File: config.mk
export PLATFORM = sky130hd
export DESIGN_NAME = audio_mixer
export DESIGN_NICKNAME = d
export VERILOG_FILES = /design/src/rtl/audio_mixer.sv
export SDC_FILE = /design/constraint.sdc
export NUM_CORES = 1
export LEC_CHECK = 0
export ABC_AREA = 1
export BUFFER_PORTS_ARGS = -buffer_cell sky130_fd_sc_hd__buf_2
export CORE_MARGIN = 4
export CORE_UTILIZATION = 55
export CTS_CLUSTER_SIZE = 8
export DETAILED_ROUTE_END_ITERATION = 8
export HOLD_SLACK_MARGIN = 0.06
export PLACE_DENSITY = 0.76
export SYNTH_ARGS = -nofsm -noshare
export SYNTH_HDL_FRONTEND = slang
export SYNTH_SLANG_ARGS = --single-unit
File: constraint.sdc
create_clock -name clock -period 8.62 [get_ports clock]
set_clock_uncertainty 0.05 [all_clocks]
set_input_delay 0.862 -clock clock [delete_from_list [all_inputs] [get_ports clock]]
set_output_delay 0.862 -clock clock [all_outputs]
set_load 0.01 [all_outputs]
File: src/rtl/audio_mixer.sv
`default_nettype none
// ============================================================================
// Module   : audio_mixer
// Purpose  : Time-multiplexed audio mixer feeding the delta-sigma DAC input.
//            On each accepted strobe all channel samples and volumes are
//            snapshotted, then one channel per clock is multiply-accumulated.
//            The sum is scaled by 1/16, saturated and presented on d.
// Revision : 1.0 - initial release
// ----------------------------------------------------------------------------
// Ports
//   clock    in   system clock, rising edge
//   reset    in   asynchronous active-low reset
//   strobe   in   sample-rate pulse requesting one mix
//   ch       in   CHANNELS packed unsigned samples, MSBI+1 bits each
//   vol      in   CHANNELS packed 4-bit volumes (0 silent .. 15 full)
//   mute     in   forces the mixed result to zero (sampled at the OUT edge)
//   d        out  registered mixed sample to the DAC
//   valid    out  one-cycle pulse, d was updated at the preceding edge
//   busy     out  high while a mix is in progress
//   overrun  out  one-cycle pulse, a strobe arrived while busy and was dropped
// ============================================================================
module audio_mixer #(
  parameter int CHANNELS = 4,
  parameter int MSBI     = 7
) (
  input  logic                         clock,
  input  logic                         reset,
  input  logic                         strobe,
  input  logic [CHANNELS*(MSBI+1)-1:0] ch,
  input  logic [CHANNELS*4-1:0]        vol,
  input  logic                         mute,
  output logic [MSBI:0]                d,
  output logic                         valid,
  output logic                         busy,
  output logic                         overrun
);

  localparam int c_sample_w = MSBI + 1;
  localparam int c_prod_w   = c_sample_w + 4;
  localparam int c_idx_w    = $clog2(CHANNELS);
  // Wide enough for CHANNELS full-scale products, so the sum never wraps.
  localparam int c_acc_w    = MSBI + 5 + $clog2(CHANNELS);

  localparam logic [c_idx_w-1:0] c_last_idx = c_idx_w'(CHANNELS - 1);
  localparam logic [MSBI:0]      c_max      = '1;

  localparam logic [1:0] c_idle = 2'd0;
  localparam logic [1:0] c_acc  = 2'd1;
  localparam logic [1:0] c_out  = 2'd2;

  logic [1:0]                   r_state;
  logic [1:0]                   w_next_state;
  logic [CHANNELS*c_sample_w-1:0] r_snap_ch;
  logic [CHANNELS*4-1:0]        r_snap_vol;
  logic [c_idx_w-1:0]           r_idx;
  logic [c_acc_w-1:0]           r_acc;

  logic                         w_accept;
  logic                         w_acc_en;
  logic                         w_out_en;
  logic [c_sample_w-1:0]        w_sel_ch;
  logic [3:0]                   w_sel_vol;
  logic [c_prod_w-1:0]          w_product;
  logic [c_acc_w-1:0]           w_scaled;
  logic [MSBI:0]                w_sat;

  // State register
  always_ff @(posedge clock or negedge reset) begin
    if (!reset) begin
      r_state <= c_idle;
    end else begin
      r_state <= w_next_state;
    end
  end

  // Next-state logic
  always_comb begin
    w_next_state = r_state;
    case (r_state)
      c_idle:  if (strobe) w_next_state = c_acc;
      c_acc:   if (r_idx == c_last_idx) w_next_state = c_out;
      c_out:   w_next_state = c_idle;
      default: w_next_state = c_idle;
    endcase
  end

  // State decode; busy is a pure decode of the state register, so it has
  // no path from any input.
  always_comb begin
    w_accept = 1'b0;
    w_acc_en = 1'b0;
    w_out_en = 1'b0;
    busy     = 1'b0;
    case (r_state)
      c_idle: w_accept = strobe;
      c_acc: begin
        w_acc_en = 1'b1;
        busy     = 1'b1;
      end
      c_out: begin
        w_out_en = 1'b1;
        busy     = 1'b1;
      end
      default: begin
        w_accept = 1'b0;
      end
    endcase
  end

  // One channel per clock from the snapshot, never from the live inputs.
  assign w_sel_ch  = r_snap_ch[r_idx*c_sample_w +: c_sample_w];
  assign w_sel_vol = r_snap_vol[r_idx*4 +: 4];
  assign w_product = c_prod_w'(w_sel_ch) * c_prod_w'(w_sel_vol);

  // Volume 15 is "full", so dividing by 16 keeps one channel just below
  // full scale; several loud channels clip at the top code.
  assign w_scaled = r_acc >> 4;
  assign w_sat    = (w_scaled > c_acc_w'(c_max)) ? c_max : w_scaled[MSBI:0];

  always_ff @(posedge clock or negedge reset) begin
    if (!reset) begin
      r_snap_ch  <= '0;
      r_snap_vol <= '0;
      r_idx      <= '0;
      r_acc      <= '0;
      d          <= '0;
      valid      <= 1'b0;
      overrun    <= 1'b0;
    end else begin
      valid   <= w_out_en;
      overrun <= strobe & busy;
      if (w_accept) begin
        r_snap_ch  <= ch;
        r_snap_vol <= vol;
        r_idx      <= '0;
        r_acc      <= '0;
      end
      if (w_acc_en) begin
        r_acc <= r_acc + c_acc_w'(w_product);
        if (r_idx != c_last_idx) begin
          r_idx <= r_idx + 1'b1;
        end
      end
      if (w_out_en) begin
        d <= mute ? '0 : w_sat;
      end
    end
  end

endmodule
`default_nettype wire

==> reports/qor.json, run 1 <==
{
  "final_hold_viol_count": 0,
  "timing.critical_path.from_type": "flip-flop",
  "critical-path-slowest-cell": "dfrtp_1",
  "worst_setup_path_startpoint": "r_idx[0]",
  "tritoncts": "built",
  "antenna-diode-count": 0,
  "grt_use_total": 0.2241,
  "detailedPlacementHpwl_mm": 8.149,
  "cts.path.max_buffers": 2,
  "rr_worst_depth": 17,
  "tightest_slew_ns": 0.9369,
  "floorplan.initialDensity": 0.5787,
  "synthXorXnorAreaFrac": 0.003611,
  "timing.setup.critical_path_class": "flip-flop to flip-flop",
  "mostFrequentLayoutCells": "nand2_1, inv_1, dfrtp_1",
  "insertion_delay_ns": 0.37,
  "fin_nets": 783,
  "grt_antenna_before_repair": 0,
  "cts_sinks": 76,
  "vias_per_cell": 5.160,
  "r2r-start": "r_idx[0]",
  "holdBufCountCts": 0,
  "crit_path_capture_type": "flip-flop",
  "synth_top_family_by_area": "simple AND/OR/NAND/NOR gates",
  "cts.clk_slew.worst_paths_ns": 0.09,
  "layout_area_overhead_pct": 9.879,
  "yosysSeqAreaShare": 0.3921,
  "run_status": "completed",
  "via_count": 4087,
  "cts_inserted_buffers": 9,
  "drt_pass1_iterations": 5,
  "post_synth.cell_area_avg_um2": 7.724,
  "worstHoldPathType": "flip-flop to flip-flop",
  "timing.critical_path.to": "r_acc[8]",
  "critical_path.cell_chain": "clkinv_4 -> o21ai_0 -> o22ai_1 -> inv_1 -> or2_1 -> fa_1 -> fa_1 -> fa_1 -> inv_1 -> ha_1 -> nand2_1 -> nand3_1 -> nand2_1 -> nand3_1 -> nand2_1 -> nand2_1 -> o21ai_0",
  "regToRegEndpoint": "r_acc[8]",
  "grt_pass1_wl_mm": 18.24,
  "pin_count": 63,
  "count_of_cell_types_in_the_netlist": 31,
  "postSynthRegisterBits": 76,
  "grt_max_degree": 77,
  "drtAntennaViolNets": 0,
  "syn_area_mm2": 0.004851,
  "required_ns": 8.85,
  "cp_slowest_stage_delay_ns": 0.94,
  "row_count": 33,
  "wl_per_cell_um": 13.69,
  "cts_post_setup_buffers_inserted": 0,
  "syn-instance-count": 628,
  "detail_route.wirelength_mm": 10.84,
  "post-route-min-period_ns": 4.763,
  "crit_path_frequent_cell": "nand2_1",
  "slew_margin_rel": 0.3754,
  "postCtsResizedCells": 0,
  "fp.dieArea_mm2": 0.01039,
  "post_route_cells_drive_above_1_share": 0.1325,
  "finalMaxSlewViolations": 0,
  "drc_errors": 0,
  "detailedRoute.firstIterationViolations": 167,
  "synth-compound-area-share": 0.07609,
  "synthMuxAreaShare": 0,
  "io_port_bufs": 62,
  "gp_congestion": 0.9161,
  "simple_gate_portion_of_the_synthesized_area": 0.2682,
  "drv.max_cap_violation_count": 0,
  "htree_num_levels": 3,
  "number_of_global_route_vias_before_repair": 3854,
  "overflow": 0,
  "die_w_um": 101.9,
  "hold-path-cell-count": 2,
  "synth_adder_area_share": 0.1563,
  "root_buffer": "clkbuf_8",
  "final_cell_count_no_fill": 792,
  "synth_nets": 728,
  "finalSetupViolations": 0,
  "dp_cells": 777,
  "finalCoreUtilization": 0.6359,
  "fillerInstances": 777,
  "fp.coreArea_mm2": 0.008382,
  "crit_arrival_ns": 4.99,
  "chipHeight_um": 101.9,
  "setup-tns-final_ns": 0,
  "worst-r2r-setup-slack_ns": 3.86,
  "fmaxAchievable_ghz": 0.2100,
  "post_route_clock_period_utilization": 0.5525,
  "rsz_0062_raised_after_global_routing": "no",
  "crit_fanout": 28,
  "yosysWarningCount": 0,
  "layout.cells.most_common": "nand2_1"
}
## routing by layer
| layer | track usage | wire length (um) | share of wire |
|---|---|---|---|
| met5 | 0 | 0 | 0 |
| met4 | 0.06458 | 131 | 0.012 |
| met3 | 0.03823 | 681 | 0.063 |
| met2 | 0.3516 | 4955 | 0.46 |
| met1 | 0.3233 | 5076 | 0.47 |
## logic make-up after synthesis
kind of cell,Yosys count
adders and majority gates,48
AOI/OAI and AO/OA,57
and+or+nand+nor,330
DFF,76
buffers and inverters,115
xor gates and xnor gates,2
## cells in the mapped netlist (all sizes together)
cell type / number / area, um^2
buf: 12 / 111.4
o22ai: 16 / 100.1
nand3: 20 / 100.1
a32o: 9 / 95.09
o21bai: 1 / 7.510
xnor2: 1 / 8.760
inv: 94 / 352.8
a22o: 2 / 17.52
nand4: 3 / 18.77
or2: 7 / 46.29
a21oi: 15 / 75.07
fa: 21 / 420.4
clkbuf: 8 / 30.03
xor2: 1 / 8.760
nand2: 243 / 914.6
ha: 27 / 337.8
dfrtp: 76 / 1902
clkinv: 1 / 8.760
o21ai: 14 / 73.82
nor2: 57 / 221.5
## registers in the layout, summed over array words and instances, names as in the netlist
name,count
r_idx,2
r_snap_ch,32
valid,1
r_snap_vol,16
overrun,1
r_state,2
r_acc,14
d,8
## worst min-delay path by stage
stage                                to  slack, ns          start
after CTS                 r_snap_vol[3]       0.44  r_snap_vol[3]
final                     r_snap_vol[3]       0.44  r_snap_vol[3]
after detailed placement  r_snap_ch[19]       0.41  r_snap_ch[19]
after global routing      r_snap_vol[0]       0.47  r_snap_vol[0]
after global placement    r_snap_ch[26]       0.42  r_snap_ch[26]
after floorplan           r_snap_ch[16]       0.39  r_snap_ch[16]
## area by class of cell
cell class / count / area (um^2) / share of cell area
repair buffers: 64 / 325.3 / 0.06103
well taps: 105 / 131.4 / 0.02465
inverters: 95 / 361.6 / 0.06784
clock buffers: 9 / 123.9 / 0.02324
clock inverters: 6 / 40.04 / 0.007512
multi-input cells: 437 / 2446 / 0.4589
flip-flops and latches: 76 / 1902 / 0.3568
## critical path, delay by kind of cell, from the launching register on
kind | cells | cell delay, ns
fa+ha+maj | 4 | 1.84
flops | 1 | 0.94
simple gates | 7 | 0.80
buf+inv | 3 | 0.55
compound gates | 3 | 0.50
## stage by stage
stage	hold WS (ns)	cell area (um^2)	worst slack (ns)
6_report	0.4366	5330	3.857
3_5_place_dp	0.4146	5166	3.901
4_1_cts	0.4381	5330	3.882
5_1_grt	0.4653	5330	3.511
2_1_floorplan	0.3936	4851	4.697
3_3_place_gp	0.4187	5166	4.036
Power of run 1 is left out: the tool's default activity adds up to more than one toggle a clock period on the data nets, which glitch-free logic cannot reach.
==> inputs of run 2 (changes only) <==
clock period = 4.5 ns   (was 8.62 ns; I/O delays follow)
==> run 2 against run 1 <==
- core utilization up 0.90 points
- non-clock buffer count up 2
- register-to-register slack worse by 3.6 ns
- worst hold slack worse by 0.27 ns
- first-iteration DRC count up 51%
- sequential share of layout area down 0.45 points
- setup slack worse by 3.6 ns
- via count up 0.27%
- cell count up 0.63%
- global-route usage about the same
- sequential cell count unchanged
- critical path type unchanged
- critical endpoint is now r_acc[5]
==> reports/qor.json, run 2 (same netlist as run 1, synthesis figures left out) <==
{
  "highest_layer": "met4",
  "die_w": {"value": 101.9, "unit": "um", "change": "unchanged"},
  "critical-path-slowest-cell": "fa_1",
  "worst-r2r-setup-slack": {"value": 0.25, "unit": "ns", "change": "-3.60 ns"},
  "crit_arrival": {"value": 4.43, "unit": "ns", "change": "-0.56 ns"},
  "holdBufCountCts": {"value": 0, "change": "unchanged"},
  "fp.coreArea": {"value": 0.008382, "unit": "mm^2", "change": "unchanged"},
  "grt_use_total": {"value": 0.2238, "change": "-0.0003696"},
  "grt_max_degree": {"value": 53, "change": "-31%"},
  "cts.path.max_buffers": {"value": 2, "change": "unchanged"},
  "worstHoldPathType": "input port to asynchronous set/reset pin",
  "layout_area_overhead_pct": 11.43,
  "mostFrequentLayoutCells": "nand2_1, inv_1, dfrtp_1",
  "r2r-start": "r_idx[1]",
  "drt_pass1_iterations": {"value": 5, "change": "unchanged"},
  "detail_route.wirelength": {"value": 10.70, "unit": "mm", "change": "-1.3%"},
  "post_route_cells_drive_above_1_share": {"value": 0.1416, "change": "+0.009159"},
  "fmaxAchievable": {"value": 0.2354, "unit": "GHz", "change": "+12%"},
  "rsz_0062_raised_after_global_routing": "no",
  "detailedRoute.firstIterationViolations": {"value": 253, "change": "+51%"},
  "tightest_slew": {"value": 0.8941, "unit": "ns", "change": "-0.04286 ns"},
  "insertion_delay": {"value": 0.35, "unit": "ns", "change": "-0.02 ns"},
  "wl_met1": {"value": 4.724, "unit": "mm", "change": "-6.9%"},
  "io_port_bufs": {"value": 62, "change": "unchanged"},
  "grt_pass1_wl": {"value": 18.42, "unit": "mm", "change": "+0.95%"},
  "timing.setup.critical_path_class": "flip-flop to flip-flop",
  "finalSetupViolations": {"value": 0, "change": "unchanged"},
  "required": {"value": 4.68, "unit": "ns", "change": "-4.17 ns"},
  "gp_congestion": {"value": 0.9051, "change": "-1.2%"},
  "critical_path.cell_chain": "clkinvlp_4 -> a32o_2 -> or2_1 -> fa_1 -> fa_1 -> fa_1 -> inv_1 -> ha_1 -> nand3_1 -> nand3_1 -> or2_2 -> nand3_1 -> o21ai_0",
  "root_buffer": "clkbuf_8",
  "layout.cells.most_common": "nand2_1",
  "antenna-diode-count": {"value": 0, "change": "unchanged"},
  "cts_post_setup_buffers_inserted": {"value": 0, "change": "unchanged"},
  "largest-register": "r_snap_ch",
  "cts.clk_slew.worst_paths": {"value": 0.08, "unit": "ns", "change": "about the same"},
  "largest_registers": "r_snap_ch: 32 flops, r_snap_vol: 16 flops, r_acc: 14 flops",
  "crit_fanout": {"value": 8, "change": "-71%"},
  "grt_antenna_before_repair": {"value": 0, "change": "unchanged"},
  "cts_inserted_buffers": {"value": 9, "change": "unchanged"},
  "fp.dieArea": {"value": 0.01039, "unit": "mm^2", "change": "unchanged"},
  "wl_met3": {"value": 661, "unit": "um", "change": "-2.9%"},
  "cp_slowest_stage_delay": {"value": 0.52, "unit": "ns", "change": "-0.42 ns"},
  "vias_per_cell": {"value": 5.142, "change": "-0.36%"},
  "pin_count": {"value": 63, "change": "unchanged"},
  "postCtsResizedCells": {"value": 0, "change": "unchanged"},
  "floorplan.initialDensity": {"value": 0.5787, "change": "unchanged"},
  "post_route_clock_period_utilization": {"value": 0.9439, "change": "+0.3913"},
  "timing.critical_path.from_type": "flip-flop",
  "final_hold_viol_count": {"value": 0, "change": "unchanged"},
  "tritoncts": "built",
  "detailedPlacementHpwl": {"value": 8.035, "unit": "mm", "change": "-1.4%"},
  "rr_worst_depth": {"value": 13, "change": "-4"},
  "slew_margin_rel": {"value": 0.4039, "change": "+0.02857"},
  "post-route-min-period": {"value": 4.247, "unit": "ns", "change": "-0.5153 ns"},
  "drtAntennaViolNets": {"value": 0, "change": "unchanged"},
  "fin_nets": {"value": 787, "change": "+0.51%"},
  "cts_sinks": {"value": 76, "change": "unchanged"},
  "number_of_global_route_vias_before_repair": {"value": 4126, "change": "+7.1%"},
  "via_count": {"value": 4098, "change": "+0.27%"},
  "drv.max_cap_violation_count": {"value": 0, "change": "unchanged"},
  "overflow": {"value": 0, "change": "unchanged"},
  "drc_errors": {"value": 0, "change": "unchanged"},
  "htree_num_levels": {"value": 3, "change": "unchanged"},
  "flip_flop_count_of_the_largest_register_all_copies_and_words_added": {"value": 32, "change": "unchanged"},
  "dr_wl_met2": {"value": 5.166, "unit": "mm", "change": "+4.3%"},
  "run_status": "completed",
  "regToRegEndpoint": "r_acc[5]",
  "finalMaxSlewViolations": {"value": 0, "change": "unchanged"},
  "wl_per_cell": {"value": 13.43, "unit": "um", "change": "-1.9%"},
  "chipHeight": {"value": 101.9, "unit": "um", "change": "unchanged"},
  "crit_path_capture_type": "flip-flop",
  "setup-tns-final": {"value": 0, "unit": "ns", "change": "unchanged"},
  "row_count": {"value": 33, "change": "unchanged"}
}
[run 2: cell count changes in the layout (fill, tap and decap cells not counted), sizes merged]
cell	before	now
bufinv	0	1
clkinvlp	1	3
inv	95	94
buf	64	66
clkinv	5	3
clkbuf	9	12
[run 2: final cells by class]
type / count / area, um^2
multi-input cells: 437 / 2447
flip-flops and latches: 76 / 1904
inverters: 95 / 365.4
well taps: 105 / 131.4
repair buffers: 66 / 340.3
repair inverters: 2 / 15.01
clock buffers: 12 / 145.1
clock inverters: 4 / 56.30
fillers: 730 / 2977
[run 2: layer usage]
metal  vias to the layer above  GRT usage
li1                       2044          -
met1                      1923     0.2916
met2                       112     0.3808
met3                        19    0.04983
met4                         0    0.05853
met5                         -          0
[run 2: worst max path at each step]
stage                         from         to  slack (ns)  depth (start not counted)
final                     r_idx[1]   r_acc[5]        0.25                         13
after global routing      r_idx[1]  r_acc[10]       0.007                         17
after detailed placement  r_idx[1]   r_acc[5]        0.06                         15
after CTS                 r_idx[1]   r_acc[5]        0.03                         15
after global placement    r_idx[1]   r_acc[5]        0.23                         15
after floorplan           r_idx[0]   r_acc[5]        0.58                         16
[run 2: through the flow]
step | utilization | hold WS [ns] | std cells | cell area [um^2] | setup WS [ns]
after floorplan | - | 0.1044 | 628 | 4851 | 0.5771
after global placement | 0.6182 | 0.4163 | 779 | 5181 | 0.2321
after detailed placement | 0.6182 | 0.4153 | 779 | 5181 | 0.05955
after CTS | 0.6422 | 0.1944 | 795 | 5383 | 0.02557
after global routing | 0.6449 | 0.2272 | 797 | 5405 | 0.006626
final | 0.6449 | 0.1632 | 797 | 5405 | 0.2526
[run 2: worst max-delay path: cells and delay by family (launching register included)]
kind | cells | cell delay [ns]
compound gates | 2 | 0.44
simple gates | 5 | 0.92
flops | 1 | 0.51
buf+inv | 2 | 0.27
fa+ha+maj | 4 | 1.92
Power of run 2 is left out for the same reason.
